$ cat config.mk
export PLATFORM = sky130hd
export DESIGN_NAME = multi_rf_renamer
export DESIGN_NICKNAME = d
export VERILOG_FILES = /design/src/rtl/multi_rf_renamer_pkg.sv /design/src/rtl/multi_rf_renamer_free_list.sv /design/src/rtl/multi_rf_renamer.sv
export SDC_FILE = /design/constraint.sdc
export NUM_CORES = 2
export LEC_CHECK = 0
export CORE_MARGIN = 2
export CORE_UTILIZATION = 45
export DETAILED_ROUTE_END_ITERATION = 7
export GPL_TIMING_DRIVEN = 0
export HOLD_SLACK_MARGIN = 0.08
export PLACE_DENSITY = 0.59
export SLEW_MARGIN = 25
export SYNTH_ARGS = -nofsm -noshare
export SYNTH_HDL_FRONTEND = slang
export SYNTH_HIERARCHICAL = 1
export SYNTH_SLANG_ARGS = --single-unit
export TNS_END_PERCENT = 30
$ cat constraint.sdc
create_clock -name clk -period 5.7 [get_ports clk]
set_input_delay 1.14 -clock clk [delete_from_list [all_inputs] [get_ports clk]]
set_output_delay 1.14 -clock clk [all_outputs]
set_load 0.01 [all_outputs]
$ cat src/rtl/multi_rf_renamer_pkg.sv
// Shared types and helpers for the multi register-file renamer.
package multi_rf_renamer_pkg;

  localparam int DEF_NUM_RF      = 2;
  localparam int DEF_ARCH_REGS   = 32;
  localparam int DEF_PHYS_REGS   = 64;
  localparam int DEF_READ_PORTS  = 3;
  localparam int DEF_INUSE_DEPTH = 32;

  // Field widths of the in-use entry follow the default geometry.
  localparam int PHYS_ADDR_W = $clog2(DEF_PHYS_REGS);
  localparam int ARCH_ADDR_W = $clog2(DEF_ARCH_REGS);
  localparam int RF_IDX_W    = (DEF_NUM_RF > 1) ? $clog2(DEF_NUM_RF) : 1;

  typedef logic [PHYS_ADDR_W-1:0] phys_addr_t;

  typedef enum logic {ST_INIT, ST_RUN} init_state_e;

  // One renamed destination: which mapping it replaced and which it created.
  typedef struct packed {
    logic [RF_IDX_W-1:0]    rf;
    logic [ARCH_ADDR_W-1:0] rd;
    phys_addr_t             old_phys;
    phys_addr_t             new_phys;
  } renamer_inuse_entry_t;

  // Circular-buffer index advance for depths that need not be powers of two.
  function automatic int next_idx(input int idx, input int depth);
    return (idx == depth - 1) ? 0 : idx + 1;
  endfunction

endpackage

$ cat src/rtl/multi_rf_renamer_free_list.sv
// Circular free list of physical registers for one register-file class.
// rollback un-pops the most recently popped entry.
module multi_rf_renamer_free_list
  import multi_rf_renamer_pkg::*;
#(
  parameter int DEPTH = 32,
  parameter int PA_W  = 6
) (
  input  logic            clk,
  input  logic            rst,
  input  logic            push,
  input  logic [PA_W-1:0] push_phys,
  input  logic            pop,
  input  logic            rollback,
  output logic [PA_W-1:0] head,
  output logic            empty
);

  localparam int PTR_W = (DEPTH > 1) ? $clog2(DEPTH) : 1;
  localparam int CNT_W = $clog2(DEPTH + 1);

  logic [PA_W-1:0]  mem [DEPTH];
  logic [PTR_W-1:0] rd_ptr;
  logic [PTR_W-1:0] wr_ptr;
  logic [CNT_W-1:0] count;

  // Entry storage written at the tail.
  // NOTE: storage arrays carry no reset; only the pointers and count define which entries are valid.
  always_ff @(posedge clk) begin
    if (push) mem[wr_ptr] <= push_phys;
  end

  // Pointer and occupancy tracking; push and pop together leave count unchanged.
  // NOTE: state updates use <= so every register samples pre-edge values regardless of statement order.
  always_ff @(posedge clk or negedge rst) begin
    if (!rst) begin
      rd_ptr <= '0;
      wr_ptr <= '0;
      count  <= '0;
    end else begin
      if (push) wr_ptr <= PTR_W'(next_idx(int'(wr_ptr), DEPTH));
      if (pop)
        rd_ptr <= PTR_W'(next_idx(int'(rd_ptr), DEPTH));
      else if (rollback)
        rd_ptr <= (rd_ptr == '0) ? PTR_W'(DEPTH - 1) : rd_ptr - 1'b1;
      count <= count + CNT_W'(push) + CNT_W'(rollback) - CNT_W'(pop);
    end
  end

  assign head  = mem[rd_ptr];
  assign empty = (count == '0);

endmodule

$ cat src/rtl/multi_rf_renamer.sv
// Register renamer for several independent register-file classes, each with
// its own speculative map table and free list, sharing one in-use list.
module multi_rf_renamer
  import multi_rf_renamer_pkg::*;
#(
  parameter int              NUM_RF        = DEF_NUM_RF,
  parameter int              ARCH_REGS     = DEF_ARCH_REGS,
  parameter int              PHYS_REGS     = DEF_PHYS_REGS,
  parameter int              READ_PORTS    = DEF_READ_PORTS,
  parameter int              INUSE_DEPTH   = DEF_INUSE_DEPTH,
  parameter logic [NUM_RF-1:0] ZERO_REG_MASK = 2'b01,
  localparam int PA_W = $clog2(PHYS_REGS),
  localparam int AA_W = $clog2(ARCH_REGS),
  localparam int RF_W = (NUM_RF > 1) ? $clog2(NUM_RF) : 1
) (
  input  logic                       clk,
  input  logic                       rst,
  output logic                       init_done,
  input  logic                       rename_req,
  input  logic [RF_W-1:0]            rename_rf,
  input  logic [AA_W-1:0]            rename_rd,
  output logic                       rename_ready,
  output logic [PA_W-1:0]            rename_phys_rd,
  input  logic [READ_PORTS*RF_W-1:0] rs_rf,
  input  logic [READ_PORTS*AA_W-1:0] rs_addr,
  output logic [READ_PORTS*PA_W-1:0] rs_phys,
  input  logic                       issue_commit,
  input  logic                       rollback,
  input  logic                       retire_valid,
  input  logic                       retire_discard,
  output logic                       inuse_full
);

  localparam int FL_DEPTH    = PHYS_REGS - ARCH_REGS;
  localparam int INIT_CYCLES = (ARCH_REGS > FL_DEPTH) ? ARCH_REGS : FL_DEPTH;
  localparam int INIT_W      = $clog2(INIT_CYCLES);
  localparam int IU_PTR_W    = (INUSE_DEPTH > 1) ? $clog2(INUSE_DEPTH) : 1;
  localparam int IU_CNT_W    = $clog2(INUSE_DEPTH + 1);

  init_state_e          state, state_next;
  logic [INIT_W-1:0]    init_cnt;
  logic                 run;

  logic [PA_W-1:0]      spec_table [NUM_RF][ARCH_REGS];
  logic [NUM_RF-1:0]    tbl_we;
  logic [AA_W-1:0]      tbl_waddr;
  logic [PA_W-1:0]      tbl_wdata;

  logic [NUM_RF-1:0]    fl_push, fl_pop, fl_unpop, fl_empty;
  logic [PA_W-1:0]      fl_push_phys;
  logic [PA_W-1:0]      fl_head [NUM_RF];

  renamer_inuse_entry_t prev_r;
  renamer_inuse_entry_t iu_mem [INUSE_DEPTH];
  renamer_inuse_entry_t iu_head;
  logic [IU_PTR_W-1:0]  iu_rd_ptr, iu_wr_ptr;
  logic [IU_CNT_W-1:0]  iu_count;

  logic init_tbl, init_fl;
  logic rename_zero, prev_zero, rename_fire;
  logic rollback_fire, retire_fire, discard_fire, iu_push;
  logic [PA_W-1:0] rename_old_phys;

  function automatic logic is_zero(input logic [RF_W-1:0] rf, input logic [AA_W-1:0] rd);
    return (rd == '0) && ZERO_REG_MASK[rf];
  endfunction

  // Init FSM state register.
  always_ff @(posedge clk or negedge rst) begin
    if (!rst) state <= ST_INIT;
    else      state <= state_next;
  end

  // Init FSM next state: leave INIT once every table row and free slot is seeded.
  always_comb begin
    state_next = state;
    if (state == ST_INIT && int'(init_cnt) == INIT_CYCLES - 1) state_next = ST_RUN;
  end

  // Init FSM outputs.
  always_comb begin
    run       = (state == ST_RUN);
    init_done = run;
  end

  // Init sweep counter, restarted by every reset.
  always_ff @(posedge clk or negedge rst) begin
    if (!rst)                 init_cnt <= '0;
    else if (state == ST_INIT) init_cnt <= init_cnt + 1'b1;
  end

  assign init_tbl = (state == ST_INIT) && (int'(init_cnt) < ARCH_REGS);
  assign init_fl  = (state == ST_INIT) && (int'(init_cnt) < FL_DEPTH);

  assign iu_head         = iu_mem[iu_rd_ptr];
  assign inuse_full      = (int'(iu_count) == INUSE_DEPTH);
  assign rename_zero     = is_zero(rename_rf, rename_rd);
  assign prev_zero       = is_zero(prev_r.rf, prev_r.rd);
  assign rename_old_phys = spec_table[rename_rf][rename_rd];
  assign rename_ready    = run & ~rollback & ~(retire_valid & retire_discard)
                         & (rename_zero | ~fl_empty[rename_rf]);
  assign rename_phys_rd  = rename_zero ? '0 : fl_head[rename_rf];
  assign rename_fire     = rename_req & rename_ready;
  assign rollback_fire   = run & rollback & ~prev_zero;
  assign retire_fire     = run & retire_valid & (iu_count != '0);
  assign discard_fire    = retire_fire & retire_discard;
  assign iu_push         = run & issue_commit & ~prev_zero & ~inuse_full;

  // Free-list requests: init seeding, retire returns, rename pops, rollback un-pops.
  // NOTE: every output gets a default first so no latch is inferred.
  always_comb begin
    fl_push      = '0;
    fl_pop       = '0;
    fl_unpop     = '0;
    fl_push_phys = iu_head.old_phys;
    if (init_fl) begin
      fl_push      = '1;
      fl_push_phys = PA_W'(ARCH_REGS) + PA_W'(init_cnt);
    end else begin
      if (retire_fire) begin
        fl_push[iu_head.rf] = 1'b1;
        fl_push_phys        = retire_discard ? iu_head.new_phys : iu_head.old_phys;
      end
      if (rename_fire && !rename_zero) fl_pop[rename_rf] = 1'b1;
      if (rollback_fire)               fl_unpop[prev_r.rf] = 1'b1;
    end
  end

  for (genvar r = 0; r < NUM_RF; r++) begin : g_fl
    multi_rf_renamer_free_list #(.DEPTH(FL_DEPTH), .PA_W(PA_W)) u_fl (
      .clk       (clk),
      .rst       (rst),
      .push      (fl_push[r]),
      .push_phys (fl_push_phys),
      .pop       (fl_pop[r]),
      .rollback  (fl_unpop[r]),
      .head      (fl_head[r]),
      .empty     (fl_empty[r])
    );
  end

  // Single table write port, priority init > rollback > discard-retire > rename.
  always_comb begin
    tbl_we    = '0;
    tbl_waddr = rename_rd;
    tbl_wdata = rename_phys_rd;
    if (init_tbl) begin
      tbl_we    = '1;
      tbl_waddr = init_cnt[AA_W-1:0];
      tbl_wdata = PA_W'(init_cnt);
    end else if (rollback_fire) begin
      tbl_we[prev_r.rf] = 1'b1;
      tbl_waddr         = prev_r.rd;
      tbl_wdata         = prev_r.old_phys;
    end else if (discard_fire) begin
      tbl_we[iu_head.rf] = 1'b1;
      tbl_waddr          = iu_head.rd;
      tbl_wdata          = iu_head.old_phys;
    end else if (rename_fire && !rename_zero) begin
      tbl_we[rename_rf] = 1'b1;
    end
  end

  // Speculative map tables, one row set per class.
  always_ff @(posedge clk) begin
    for (int r = 0; r < NUM_RF; r++)
      if (tbl_we[r]) spec_table[r][tbl_waddr] <= tbl_wdata;
  end

  // Source lookups read pre-write contents; zero sources read as phys 0.
  always_comb begin
    rs_phys = '0;
    for (int p = 0; p < READ_PORTS; p++)
      if (!is_zero(rs_rf[p*RF_W +: RF_W], rs_addr[p*AA_W +: AA_W]))
        rs_phys[p*PA_W +: PA_W] = spec_table[rs_rf[p*RF_W +: RF_W]][rs_addr[p*AA_W +: AA_W]];
  end

  // Remember the mapping replaced by the latest accepted rename.
  always_ff @(posedge clk or negedge rst) begin
    if (!rst)             prev_r <= '0;
    else if (rename_fire) prev_r <= '{rf: rename_rf, rd: rename_rd,
                                      old_phys: rename_old_phys, new_phys: rename_phys_rd};
  end

  // In-use list storage.
  always_ff @(posedge clk) begin
    if (iu_push) iu_mem[iu_wr_ptr] <= prev_r;
  end

  // In-use list pointers and occupancy.
  always_ff @(posedge clk or negedge rst) begin
    if (!rst) begin
      iu_rd_ptr <= '0;
      iu_wr_ptr <= '0;
      iu_count  <= '0;
    end else begin
      if (iu_push)     iu_wr_ptr <= IU_PTR_W'(next_idx(int'(iu_wr_ptr), INUSE_DEPTH));
      if (retire_fire) iu_rd_ptr <= IU_PTR_W'(next_idx(int'(iu_rd_ptr), INUSE_DEPTH));
      iu_count <= iu_count + IU_CNT_W'(iu_push) - IU_CNT_W'(retire_fire);
    end
  end

  // Illegal request combinations from the surrounding pipeline.
  a_commit_full: assert property (@(posedge clk) disable iff (!rst)
    !(run && issue_commit && !prev_zero && inuse_full));
  a_rollback_discard: assert property (@(posedge clk) disable iff (!rst)
    !(run && rollback && retire_valid && retire_discard));

endmodule

==> results.rst <==
.. list-table::
   :header-rows: 1

   * - Metric
     - Value
   * - Outcome
     - finished with violations
   * - Violations in the final reports
     - negative setup slack
   * - Synth top area share
     - 61.0%
   * - Final Worst Setup Slack
     - -207 ps
   * - Number of maximum-capacitance violations
     - 0
   * - Filler instances
     - 11.6k
   * - Capturing point of the worst reg2reg path
     - spec_table[1][147]
   * - P per Cell Area
     - 466 nW/um2
   * - Synthesis warning total
     - 6
   * - Most used cell, CP
     - sky130_fd_sc_hd__clkdlybuf4s50_1
   * - Top cells by instance count after synthesis
     - 1344 x sky130_fd_sc_hd__edfxtp_1, 592 x sky130_fd_sc_hd__mux4_2, 274 x sky130_fd_sc_hd__mux2i_1
   * - Delay of the slowest cell on the worst path
     - 670 ps
   * - Most repeated cell in the gate-level netlist after synthesis
     - sky130_fd_sc_hd__edfxtp_1
   * - Wire length of the first global-routing pass
     - 293000 um
   * - Buf/Inv on CP
     - 4
   * - Share of flip-flops with an asynchronous set or reset
     - 5.08%
   * - I/O Buffers
     - 40
   * - Worst path arrival time
     - 4770 ps
   * - # nets final
     - 3939
   * - Worst Tran Pin Value
     - 1280 ps
   * - Depth of the most critical reg-to-reg path
     - 16
   * - Library cells used by synthesis
     - 70
   * - Clock slew at reported path FFs
     - 60 ps
   * - Final routed DRC violation total
     - 0
   * - Footprint of the multi-input gates
     - 23100 um2
   * - Final HPWL DP
     - 147000 um
   * - Top post-synthesis cells by area
     - sky130_fd_sc_hd__edfxtp_1 61%, sky130_fd_sc_hd__mux4_2 20%, sky130_fd_sc_hd__mux2i_1 4.1%, sky130_fd_sc_hd__dfrtp_1 2.7%, sky130_fd_sc_hd__nor2_1 1.2%
   * - Global Route Usage Sum
     - 27.8%
   * - Post-route fraction of the period consumed by the critical path
     - 104%
   * - Number of DRC markers in iteration 0
     - 5818
   * - Effective utilization at floorplan
     - 45.4%
   * - Levels on crit path
     - 8
   * - Antenna violations before repair
     - 13
   * - Area of placed instances
     - 70800 um2
   * - Final Setup Violations
     - 7
   * - Num CTS Buffers
     - 155
   * - Most frequently used flop master after synthesis
     - sky130_fd_sc_hd__edfxtp_1
   * - Via density per instance
     - 6.65
   * - Worst slew slack as a fraction of its limit
     - 14.4%
   * - Category of the most critical setup path
     - in -> out
   * - Via count
     - 39.3k
   * - Sequential share of the synthesized area
     - 63.7%
   * - Post-synthesis cell area
     - 66100 um2
   * - IO Pins
     - 58
   * - Post-synth EDFFs
     - 1344
   * - Worst IR drop on VDD
     - 0.000312 V
   * - Die height
     - 387 um
   * - CTS tree
     - yes
   * - RSZ-0062 raised after global routing
     - true
   * - Met3 wirelength from detailed routing
     - 24700 um
   * - Critical Path Slowest Stage Cell
     - sky130_fd_sc_hd__clkdlybuf4s50_1
   * - Maximum number of pins on one net before global-route repair
     - 63
   * - Final Max Slew Viols
     - 0
   * - Number of instances in the synthesized netlist
     - 3575
   * - Leading area contributor after synthesis
     - sky130_fd_sc_hd__edfxtp_1
   * - Register area
     - 42200 um2
   * - Largest driver fanout on the critical path
     - 10
   * - Critical Path Start Type
     - input port
   * - Clock period minus worst slack
     - 5910 ps
   * - Data required, critical path
     - 4560 ps
   * - Vias in the first global route
     - 37.9k
   * - Maximum achievable frequency
     - 169 MHz
   * - GP Congestion
     - 1.05
   * - Pre-Repair DR Iteration Count
     - 6
   * - Synthesized area per cell
     - 18.5 um2
   * - Post-Place Setup Slack
     - -1460 ps
   * - Share of final-layout standard cells stronger than drive strength 1
     - 30.0%
   * - DRT Wirelength
     - 210000 um
   * - Worst hold path class
     - in -> async
   * - R2r startpoint
     - iu_rd_ptr[1]
   * - CTS HTree Levels
     - 4
   * - Number of register bits inferred by synthesis
     - 1416
   * - Clk_lat worst skew
     - 830 ps
   * - CP cell instances
     - clkdlybuf4s50_1 -> buf_2 -> clkdlybuf4s15_2 -> mux2i_1 -> o221ai_1 -> a21oi_1 -> nor3_1 -> clkdlybuf4s50_1
   * - GRT Residual Overflow
     - 0
   * - Syn Nets
     - 3659
   * - Endpoints failing hold
     - 0
   * - Clk root buf
     - sky130_fd_sc_hd__clkbuf_16
   * - Post-CTS Setup Bufs
     - 0
   * - Die outline area
     - 150000 um2
   * - Die span in x
     - 387 um
   * - Final instance area
     - 76500 um2
   * - Count of hold buffers inserted by post-cts repair
     - 0
   * - Setup slack, reg-to-reg
     - 220 ps
   * - Amount of wire on met2 after detailed routing
     - 93300 um
   * - Layout-stage area growth over the synthesis result
     - 15.6%
   * - Final antenna-violating net count
     - 0
   * - Core region area
     - 146000 um2
   * - Kind of end point of the critical path
     - primary output
   * - Worst Skew
     - 47.4 ps
   * - Highest routed layer
     - met5
   * - Leakage Power
     - 25.1 nW
   * - Number of rows in the core area
     - 140
   * - Met1 layer wirelength in the final routing
     - 83400 um
   * - CTS max path bufs
     - 3
   * - Clock sink count
     - 1416
   * - Largest delay share family, worst path
     - buffers and inverters
   * - WL/cell
     - 35.5 um
==> cells in the final DEF, fill, tap and decap left out, types with 18 or more instances in the layout <==
cell type / Yosys / final
sky130_fd_sc_hd__nand3_1: 55 / 55
sky130_fd_sc_hd__o221ai_1: 73 / 55
sky130_fd_sc_hd__clkbuf_16: 0 / 157
sky130_fd_sc_hd__buf_16: 0 / 37
sky130_fd_sc_hd__a22oi_1: 46 / 46
sky130_fd_sc_hd__clkinv_2: 0 / 22
sky130_fd_sc_hd__nor3_1: 56 / 37
sky130_fd_sc_hd__buf_1: 29 / 19
sky130_fd_sc_hd__a21oi_1: 68 / 64
sky130_fd_sc_hd__clkbuf_1: 125 / 120
sky130_fd_sc_hd__o21ai_0: 38 / 37
sky130_fd_sc_hd__mux4_2: 592 / 592
sky130_fd_sc_hd__nand2_1: 88 / 87
sky130_fd_sc_hd__clkdlybuf4s50_1: 0 / 39
sky130_fd_sc_hd__buf_6: 10 / 20
sky130_fd_sc_hd__mux2i_1: 274 / 272
sky130_fd_sc_hd__edfxtp_1: 1344 / 1344
sky130_fd_sc_hd__dfrtp_1: 72 / 58
sky130_fd_sc_hd__clkbuf_2: 0 / 26
sky130_fd_sc_hd__ha_1: 48 / 48
sky130_fd_sc_hd__o22ai_1: 37 / 37
sky130_fd_sc_hd__bufinv_16: 0 / 19
sky130_fd_sc_hd__inv_1: 59 / 59
sky130_fd_sc_hd__buf_2: 63 / 68
sky130_fd_sc_hd__mux2_2: 23 / 23
sky130_fd_sc_hd__nor3_2: 0 / 18
sky130_fd_sc_hd__nor2_1: 209 / 172
sky130_fd_sc_hd__nor2b_1: 21 / 21
sky130_fd_sc_hd__clkinv_1: 1 / 26
sky130_fd_sc_hd__nor2_4: 0 / 32
sky130_fd_sc_hd__buf_4: 19 / 49
==> state kept, by name (all words and copies together), names as in the netlist <==
name and count:
prev_r 18, iu_count 6, g_fl.u_fl/wr_ptr 10, iu_wr_ptr 5
g_fl.u_fl/mem 384, init_cnt 5, g_fl.u_fl/rd_ptr 10, g_fl.u_fl/count 12
init_done 1, iu_mem 576, spec_table 384, iu_rd_ptr 5
==> where the power goes <==
| group | internal (mW) | leakage (nW) | switching, mW |
|---|---|---|---|
| Combinational | 4.03 | 9.55 | 6.70 |
| Clock | 6.02 | 2.53 | 4.31 |
| Sequential | 13.8 | 13.0 | 0.711 |
==> cells by family (layout without fill, tap and decap cells) <==
| logic type | count (synthesis) | in the layout | share of synthesized area, % |
|---|---|---|---|
| DFF | 1416 | 1416 | 63.7 |
| muxes | 901 | 901 | 25.2 |
| and+or+nand+nor | 524 | 524 | 3.72 |
| AOI/OAI and AO/OA | 350 | 350 | 3.78 |
| buffers and inverters | 314 | 719 | 2.30 |
| adders and majority gates | 53 | 53 | 1.06 |
| xor gates and xnor gates | 17 | 17 | 0.225 |
| other | 0 | 6 | 0 |
==> metal layers <==
metal	GRT usage, %	vias to the layer above
li1	-	15653
met1	39.6	20693
met2	40.8	2490
met3	8.19	434
met4	9.93	14
met5	0.606	-
==> worst max path at each step <==
stage	from	endpoint
floorplan	rename_rf	spec_table[0][101]
global route	iu_rd_ptr[1]	spec_table[1][153]
finish	rs_addr[6]	rs_phys[9]
detailed placement	rs_addr[10]	rs_phys[14]
global placement	iu_rd_ptr[3]	spec_table[0][191]
CTS	rs_addr[6]	rs_phys[8]
==> area by class of cell <==
class | count | area share (%)
repair buffers | 125 | 2.48
diodes | 6 | 0.0196
clock inverters | 86 | 1.46
flip-flops and latches | 1416 | 55.2
inverters | 60 | 0.296
clock buffers | 196 | 5.38
multi-input cells | 1845 | 30.2
well taps | 1917 | 3.14
plain buffers | 252 | 1.90
==> per-stage QoR <==
step           util [%]  total power [mW]  setup TNS (ps)  std cells  hold slack (ps)
5_1_grt            52.5              36.8            -559       5898              161
4_1_cts            52.4              35.7           -44.5       5897              137
6_report           52.5              35.6            -610       5903              181
2_1_floorplan         -              20.5               0       3575              458
3_5_place_dp       48.6              25.4          -15540       5616              481
3_3_place_gp       47.3              24.6        -2107020       5532              481
==> repair_timing <==
| item | in CTS | in global routing |
|---|---|---|
| resized for setup | 88 | 28 |
| pin swaps | 1 | 5 |
| setup endpoints to repair | 26 | 28 |
(Power assumes the default switching activity.)
